--- src/rtl/reg_bus_arbiter.sv ---
// ---------------------------------------------------------------------------
// reg_bus_arbiter
//
// Shares one downstream register-interface port between NumReq requesters.
// Requests are granted one at a time in round-robin order. A granted
// transaction owns the downstream port until the slave signals ready, or
// until TimeoutCycles busy cycles have elapsed. A timeout terminates the
// transaction locally with an error response (the downstream access is
// abandoned).
//
// Parameters
//   NumReq        number of requesters (2..8)
//   AddrWidth     register address width
//   DataWidth     data width (byte strobes are DataWidth/8 wide)
//   TimeoutCycles busy cycles before a forced error completion, 0 = never
//
// Ports
//   clk_i, rst_i       clock, asynchronous active-high reset
//   req_valid_i        per-requester request valid
//   req_write_i        per-requester write (1) / read (0)
//   req_addr_i         packed addresses, requester i at slice i
//   req_wdata_i        packed write data
//   req_wstrb_i        packed byte strobes
//   rsp_ready_o        one-hot completion pulse to the granted requester
//   rsp_rdata_o        read data, qualified by rsp_ready_o
//   rsp_error_o        error flag, qualified by rsp_ready_o
//   reg_valid_o ..     downstream request (valid/write/addr/wdata/wstrb)
//   reg_ready_i ..     downstream response (ready/rdata/error)
//   busy_o             a transaction currently owns the downstream port
//   grant_idx_o        index of the current or most recent grant
//   timeout_o          one-cycle pulse on a timeout completion
// ---------------------------------------------------------------------------
module reg_bus_arbiter #(
  parameter int NumReq        = 2,
  parameter int AddrWidth     = 32,
  parameter int DataWidth     = 32,
  parameter int TimeoutCycles = 255
) (
  input  logic                                clk_i,
  input  logic                                rst_i,
  input  logic [NumReq-1:0]                   req_valid_i,
  input  logic [NumReq-1:0]                   req_write_i,
  input  logic [NumReq*AddrWidth-1:0]         req_addr_i,
  input  logic [NumReq*DataWidth-1:0]         req_wdata_i,
  input  logic [NumReq*(DataWidth/8)-1:0]     req_wstrb_i,
  output logic [NumReq-1:0]                   rsp_ready_o,
  output logic [DataWidth-1:0]                rsp_rdata_o,
  output logic                                rsp_error_o,
  output logic                                reg_valid_o,
  output logic                                reg_write_o,
  output logic [AddrWidth-1:0]                reg_addr_o,
  output logic [DataWidth-1:0]                reg_wdata_o,
  output logic [DataWidth/8-1:0]              reg_wstrb_o,
  input  logic                                reg_ready_i,
  input  logic [DataWidth-1:0]                reg_rdata_i,
  input  logic                                reg_error_i,
  output logic                                busy_o,
  output logic [$clog2(NumReq)-1:0]           grant_idx_o,
  output logic                                timeout_o
);

  localparam int StrbWidth = DataWidth / 8;
  localparam int IdxW      = $clog2(NumReq);
  localparam int CntW      = ($clog2(TimeoutCycles + 1) < 1) ? 1 : $clog2(TimeoutCycles + 1);
  localparam bit TimeoutEn = (TimeoutCycles != 0);

  // Busy-cycle count at which an unanswered transaction is forced to complete.
  localparam logic [CntW-1:0] CntLast  = CntW'(TimeoutEn ? TimeoutCycles - 1 : 0);
  localparam logic [CntW-1:0] CntSat   = {CntW{1'b1}};
  localparam logic [IdxW-1:0] LastInit = IdxW'(NumReq - 1);
  localparam logic [IdxW:0]   NumReqX  = (IdxW + 1)'(NumReq);

  localparam logic [0:0] StIdle = 1'b0;
  localparam logic [0:0] StBusy = 1'b1;

  logic [0:0]      state;
  logic [IdxW-1:0] grant;
  logic [IdxW-1:0] last_grant;
  logic [CntW-1:0] cnt;

  logic            winner_valid;
  logic [IdxW-1:0] winner;
  logic            in_busy;
  logic            ready_hit;
  logic            timeout_hit;
  logic            complete;

  // Unpacked views of the packed request buses so the downstream mux can
  // index directly by the grant register.
  logic [AddrWidth-1:0] addr_arr  [NumReq];
  logic [DataWidth-1:0] wdata_arr [NumReq];
  logic [StrbWidth-1:0] wstrb_arr [NumReq];

  for (genvar g = 0; g < NumReq; g++) begin : g_unpack
    assign addr_arr[g]  = req_addr_i[g*AddrWidth +: AddrWidth];
    assign wdata_arr[g] = req_wdata_i[g*DataWidth +: DataWidth];
    assign wstrb_arr[g] = req_wstrb_i[g*StrbWidth +: StrbWidth];
  end

  // Round-robin search: candidates are visited starting one past the last
  // completed grant, wrapping modulo NumReq. The candidate index carries one
  // spare bit so last_grant + offset never overflows before the wrap.
  always_comb begin : rr_search
    logic [IdxW:0] cand;
    winner_valid = 1'b0;
    winner       = '0;
    cand         = '0;
    for (int off = 1; off <= NumReq; off++) begin
      cand = {1'b0, last_grant} + (IdxW + 1)'(off);
      if (cand >= NumReqX) begin
        cand = cand - NumReqX;
      end
      if (!winner_valid && req_valid_i[cand[IdxW-1:0]]) begin
        winner_valid = 1'b1;
        winner       = cand[IdxW-1:0];
      end
    end
  end

  assign in_busy     = (state == StBusy);
  assign ready_hit   = in_busy && reg_ready_i;
  // A ready in the same cycle as the timeout takes precedence.
  assign timeout_hit = in_busy && !reg_ready_i && TimeoutEn && (cnt == CntLast);
  assign complete    = ready_hit || timeout_hit;

  // Control state: arbitration, grant ownership and busy-cycle counter.
  always_ff @(posedge clk_i or posedge rst_i) begin
    if (rst_i) begin
      state      <= StIdle;
      grant      <= '0;
      last_grant <= LastInit;
      cnt        <= '0;
    end else begin
      case (state)
        StIdle: begin
          if (winner_valid) begin
            grant <= winner;
            cnt   <= '0;
            state <= StBusy;
          end
        end
        StBusy: begin
          if (complete) begin
            last_grant <= grant;
            state      <= StIdle;
          end else if (cnt != CntSat) begin
            cnt <= cnt + CntW'(1);
          end
        end
        default: begin
          state <= StIdle;
        end
      endcase
    end
  end

  // Downstream request: driven from the granted requester only while busy,
  // otherwise held at zero.
  always_comb begin
    reg_valid_o = 1'b0;
    reg_write_o = 1'b0;
    reg_addr_o  = '0;
    reg_wdata_o = '0;
    reg_wstrb_o = '0;
    if (in_busy) begin
      reg_valid_o = 1'b1;
      reg_write_o = req_write_i[grant];
      reg_addr_o  = addr_arr[grant];
      reg_wdata_o = wdata_arr[grant];
      reg_wstrb_o = wstrb_arr[grant];
    end
  end

  // Upstream response: a zero-latency pass-through of the slave response on
  // a normal completion, or a locally generated error on a timeout.
  always_comb begin
    rsp_ready_o = '0;
    rsp_rdata_o = '0;
    rsp_error_o = 1'b0;
    timeout_o   = 1'b0;
    if (ready_hit) begin
      rsp_ready_o[grant] = 1'b1;
      rsp_rdata_o        = reg_rdata_i;
      rsp_error_o        = reg_error_i;
    end else if (timeout_hit) begin
      rsp_ready_o[grant] = 1'b1;
      rsp_error_o        = 1'b1;
      timeout_o          = 1'b1;
    end
  end

  assign busy_o      = in_busy;
  assign grant_idx_o = grant;

endmodule

--- config.mk ---
export PLATFORM = sky130hd
export DESIGN_NAME = reg_bus_arbiter
export DESIGN_NICKNAME = d
export VERILOG_FILES = /design/src/rtl/reg_bus_arbiter.sv
export SDC_FILE = /design/constraint.sdc
export NUM_CORES = 1
export LEC_CHECK = 0
export ABC_AREA = 1
export CAP_MARGIN = 20
export CORE_AREA = 2 2 111 113
export DETAILED_ROUTE_END_ITERATION = 10
export DIE_AREA = 0 0 113 115
export PLACE_DENSITY = 0.57
export SLEW_MARGIN = 20
export SYNTH_ARGS = -nofsm -noshare
export SYNTH_HDL_FRONTEND = slang
export SYNTH_SLANG_ARGS = --single-unit
export TNS_END_PERCENT = 20
--- constraint.sdc ---
create_clock -name clk_i -period 2.3 [get_ports clk_i]
set_clock_uncertainty 0.2 [all_clocks]
set_input_delay 0.46 -clock clk_i [delete_from_list [all_inputs] [get_ports clk_i]]
set_output_delay 0.46 -clock clk_i [all_outputs]
set_load 0.02 [all_outputs]
* Word-level counts from Yosys, hierarchy flattened
Index checks and enable logic that the tools add are counted.
** Storage, ports and cells
- Register bits :: 11
- Bits of input ports :: 176
- Output and inout port bits :: 108
- Word-level logic and storage cells :: 75
** Cells by class
- $add $sub $neg :: 5
- $lt $le $gt $ge :: 7
- Equality and inequality tests :: 5
- Mux-type cells :: 41
- Bitwise gates (word level) :: 2
- Reduce and logical (&&, ||, !) cells :: 11
** Operators by type and width (count)
- $mux W32 :: 9
- $mux W8 :: 3
- $mux W1 :: 20
- $mux W4 :: 4
- $pmux W8 S2 :: 1
- $add A8 B1 Y8 const B :: 1
- $eq A8 B8 Y1 const B :: 1
- $ne A8 B8 Y1 const B :: 1
- $ge A2 B2 Y1 const B :: 3
- $lt A1 B2 Y1 const B :: 3
- $logic_and A1 B1 Y1 :: 5
- $mux W2 :: 2
- $ne A2 B2 Y1 const B :: 2
- $reduce_and A2 Y1 :: 2
- $reduce_and A3 Y1 :: 1
- $add A1 B1 Y2 const B :: 1
- $add A1 B2 Y2 const B :: 1
- $logic_not A1 Y1 :: 2
- $ne A2 B1 Y1 const B :: 1
- $not A1 Y2 :: 1
- $pmux W1 S2 :: 1
- $sub A1 B1 Y1 const B :: 2
- $demux W1 S1 :: 1
- $ge A1 B1 Y1 const B :: 1
- other kinds (2) :: 2

* Longest topological paths before layout
- Word-level depth :: 11
- Gate-level depth with buffers :: 10
- Mapped depth without buffers :: 10

* Worst setup path after synthesis
No wires, ideal clock.
- Kind :: register to output
- From :: register state, in the netlist busy_o
- To :: output port rsp_error_o
- Data arrival time :: 1546 ps
- Setup slack :: 94 ps
- Cell stages (with the launch flop) :: 7
- Path through :: dfrtp_1 > inv_2 > nor2_1 > nand2_1 > nor3b_2 > nor2_1 > nor2_1
** Between the ends
- Longest elaborated chain between the ends :: 4
- Elaborated cells on any way between the ends :: 5
- Those cells by class :: 2 x mux; 3 x reduce/logical
** Ends and longest elaborated chain
- start, declared :: RTL line 76 : logic [0:0] state;
- start signal, assigned :: RTL line 129 : state <= StIdle;
- start signal, assigned :: RTL line 139 : state <= StBusy;
- start signal, assigned :: RTL line 145 : state <= StIdle;
- $logic_and A1 B1 Y1 (2 in series) :: RTL line 123 : assign timeout_hit = in_busy && !reg_ready_i && TimeoutEn && (cnt == CntLast);
- $mux W1 :: RTL line 185 : end else if (timeout_hit) begin
- $mux W1 * :: RTL line 181 : if (ready_hit) begin
- end, declared :: RTL line 48 : output logic rsp_error_o,
Every way passes the cells marked *; elsewhere a longest branch is shown, timed or not.

* Worst setup path in the final report
- From :: input port reg_ready_i
- To :: output port rsp_rdata_o[6]
** Between the ends
- Longest elaborated chain between the ends :: 2
** Ends and longest elaborated chain
- start, declared :: RTL line 54 : input logic reg_ready_i,
- $logic_and A1 B1 Y1 :: RTL line 121 : assign ready_hit = in_busy && reg_ready_i;
- $mux W32 :: RTL line 181
- end, declared :: RTL line 47 : output logic [DataWidth-1:0] rsp_rdata_o,
No other way between the ends.

==> impl_metrics.py <==
metrics = {
    "drt": {
        "vias_per_cell": 4.17,
        "drt-met1-wl_um": 4170,
        "first_iter_violations": 164,
        "routed_wl_um": 10900,
        "ant_nets": 0,
        "drc": 20,
        "wl_per_cell_um": 13.1,
        "met3_length_um": 1030,
        "topRoutingLayerUsed": "met4",
        "dr.pass1.iters": 7,
        "num_vias": 3469,
        "wl_met2_um": 5460,
    },
    "finish": {
        "fillerInstances": 1304,
        "layout-drive-gt1-share_pct": 12.7,
        "multi_input_area_mm2": 0.00140,
        "nNetsFinal": 863,
        "final_cell_mix": "nor2_1 (186), clkdlybuf4s50_1 (176), o21ai_0 (72)",
        "stdcell_area_mm2": 0.00489,
        "syn2layout_area_growth_pct": 151,
        "final_common_cell": "nor2_1",
        "stdcell_count": 831,
        "final-seq-area_um2": 279,
        "diodes": 0,
    },
    "sta": {
        "fmax_mhz": 445,
        "rsz0062_at_grt": "true",
        "maxSlewViolCount": 0,
        "hold_viol": 0,
        "period_needed_ps": 2250,
        "worst_pin_slew_ps": 503,
        "slew_headroom_pct": 66.1,
        "final-setup-viol-count": 0,
        "post-route-period-util_pct": 97.8,
    },
    "critical_path": {
        "crit_type": "input pin to primary output",
        "r2r_start": "cnt[0]",
        "crit_required_ps": 1640,
        "critPathTopFamily": "buffers and inverters",
        "arrival_ps": 1590,
        "cp_slowest_stage_delay_ps": 470,
        "crit_path_start": "reg_ready_i",
        "crit_buf_inv": 3,
        "worstPathCellList": "clkdlybuf4s50_1 -> nand2_1 -> buf_12 -> nor2_1 -> clkdlybuf4s15_2",
        "crit_fanout": 32,
        "crit_path_top_delay_cell": "clkdlybuf4s50_1",
        "start_kind": "input pin",
        "end_kind": "primary output",
    },
    "synth": {
        "synth_compound_area_share_pct": 19.8,
        "synthSimpleGateAreaFrac_pct": 50.6,
        "avgSynthCellArea_um2": 4.81,
        "synth_top_family_by_area": "simple AND/OR/NAND/NOR gates",
        "yosysWarnings": 0,
        "synthAdderAreaFrac_pct": 1.28,
        "synth_mux_area_share_pct": 0,
        "synth_cell_types": 20,
        "netlist_area_mm2": 0.00195,
        "netlist_instances": 405,
        "ys_ff_latch": 11,
        "syn_nets": 583,
        "synth-seq-area-share_pct": 14.2,
        "synthXorXnorAreaFrac_pct": 0,
    },
    "die": {
        "ioPinCount": 284,
        "fp.dieW_um": 113,
        "die_area_mm2": 0.0130,
        "coreArea_mm2": 0.0118,
        "start_util_pct": 16.5,
        "die_h_um": 115,
        "rows": 40,
    },
    "run": {
        "max_cap_viol_count": 0,
    },
    "place": {
        "placed_area_mm2": 0.00506,
        "numPortBuffers": 283,
        "dp_hpwl_um": 8810,
        "gp_congestion": 0.782,
        "dp_cells": 827,
    },
    "clock_network": {
        "root_buffer": "clkbuf_16",
        "clk_pin_slew_ps": 40,
        "cts_tree": "done",
        "cts_max_level": 1,
        "postCtsHoldBufs": 0,
        "post_cts_buffers": 0,
        "insertion_delay_ps": 240,
        "clock_sinks": 11,
        "numCtsBuffers": 3,
        "clock_path_buffers": 2,
    },
    "global_routing": {
        "overflow": 0,
        "grt_pass1_wl_um": 16500,
        "grt_max_degree": 77,
        "first_global_vias": 3331,
        "grt_util_all_layers_pct": 15.4,
        "antenna_found_initial": 0,
    },
    "status": {
        "violations": "design-rule violations",
        "status": "complete, but fails checks",
    },
    "power_and_ir_drop": {
        "power.leakage_nw": 2.40,
        "peakVddDrop_mv": 0.503,
        "p_per_area_mw_per_mm2": 976,
    },
    "hold_path": {
        "min_path_type": "flop to flop",
        "hold_start": "last_grant",
    },
}
## cells in the mapped netlist, drive strengths merged
cell | instances | area share, %
a21oi | 2 | 0.51
nand3 | 13 | 3.3
dfstp | 1 | 1.3
o21ai | 72 | 18
nor3b | 2 | 1.0
inv | 40 | 7.7
nand2 | 44 | 9.6
buf | 7 | 2.4
nor2 | 189 | 37
dfrtp | 10 | 13
clkbuf | 21 | 4.0
o21bai | 2 | 0.77
ha | 2 | 1.3
## cells by family (layout without fill, tap and decap cells)
group                    Yosys count  count (layout)
adder cells (fa/ha/maj)            2               2
buffers and inverters             68             347
AND/OR/NAND/NOR                  248             248
AO/OA/AOI/OAI                     76              76
flip-flops                        11              11
## power breakdown
group / internal [mW] / switching (mW) / total, mW
Combinational: 1.60 / 2.56 / 4.16
Clock: 0.233 / 0.0843 / 0.317
Sequential: 0.252 / 0.0433 / 0.296
## final timing paths
kind,endpoint,depth (start not counted),slack (ps)
max,rsp_rdata_o[6],5,50
min,last_grant,2,260
max reg2reg,cnt[7],10,560
min reg2reg,last_grant,2,260
max in group asynchronous,last_grant,2,1230
min in group asynchronous,cnt[1],2,330
## what timing repair did
| action | 4_1_cts | 5_1_grt |
|---|---|---|
| gates resized for setup | 166 | 77 |
| setup endpoints to repair | 105 | 65 |
| pin swaps | 1 | 0 |
## flip-flops by register name, indices dropped and copies added, names as in the netlist
| name | flops |
|---|---|
| cnt | 8 |
| busy_o | 1 |
| grant_idx_o | 1 |
| last_grant | 1 |
## tightest hold or removal path, delay by kind of cell (launching register included)
kind | cells | cell delay [ps]
flops | 1 | 360
simple gates | 2 | 90
## layout make-up
type / instances / share of cell area, %
inverters: 40 / 3.07
well taps: 147 / 3.76
multi-input cells: 326 / 28.7
repair buffers: 303 / 57.2
flip-flops and latches: 11 / 5.71
clock buffers: 4 / 1.61
## routing by layer
| layer | global-route usage [%] | vias to the layer above |
|---|---|---|
| met5 | 0 | - |
| met4 | 3.82 | 0 |
| met3 | 2.95 | 15 |
| met2 | 28.2 | 162 |
| met1 | 18.4 | 1489 |
| li1 | - | 1803 |
## metrics by stage
| stage | hold slack [ps] | utilization, % | total power [mW] | setup TNS [ps] | setup WS (ps) |
|---|---|---|---|---|---|
| final | 259 | 41.4 | 4.77 | 0 | 51.2 |
| after global routing | 276 | 41.4 | 5.18 | -30.4 | -30.4 |
| after CTS | 262 | 42.8 | 4.85 | 0 | 0.470 |
| after detailed placement | 255 | 42.8 | 5.03 | -15420 | -402 |
| after global placement | 263 | 42.8 | 5.00 | -14610 | -417 |
| after floorplan | 112 | - | 2.70 | 0 | 93.6 |
Power figures use the tool's default switching activity.
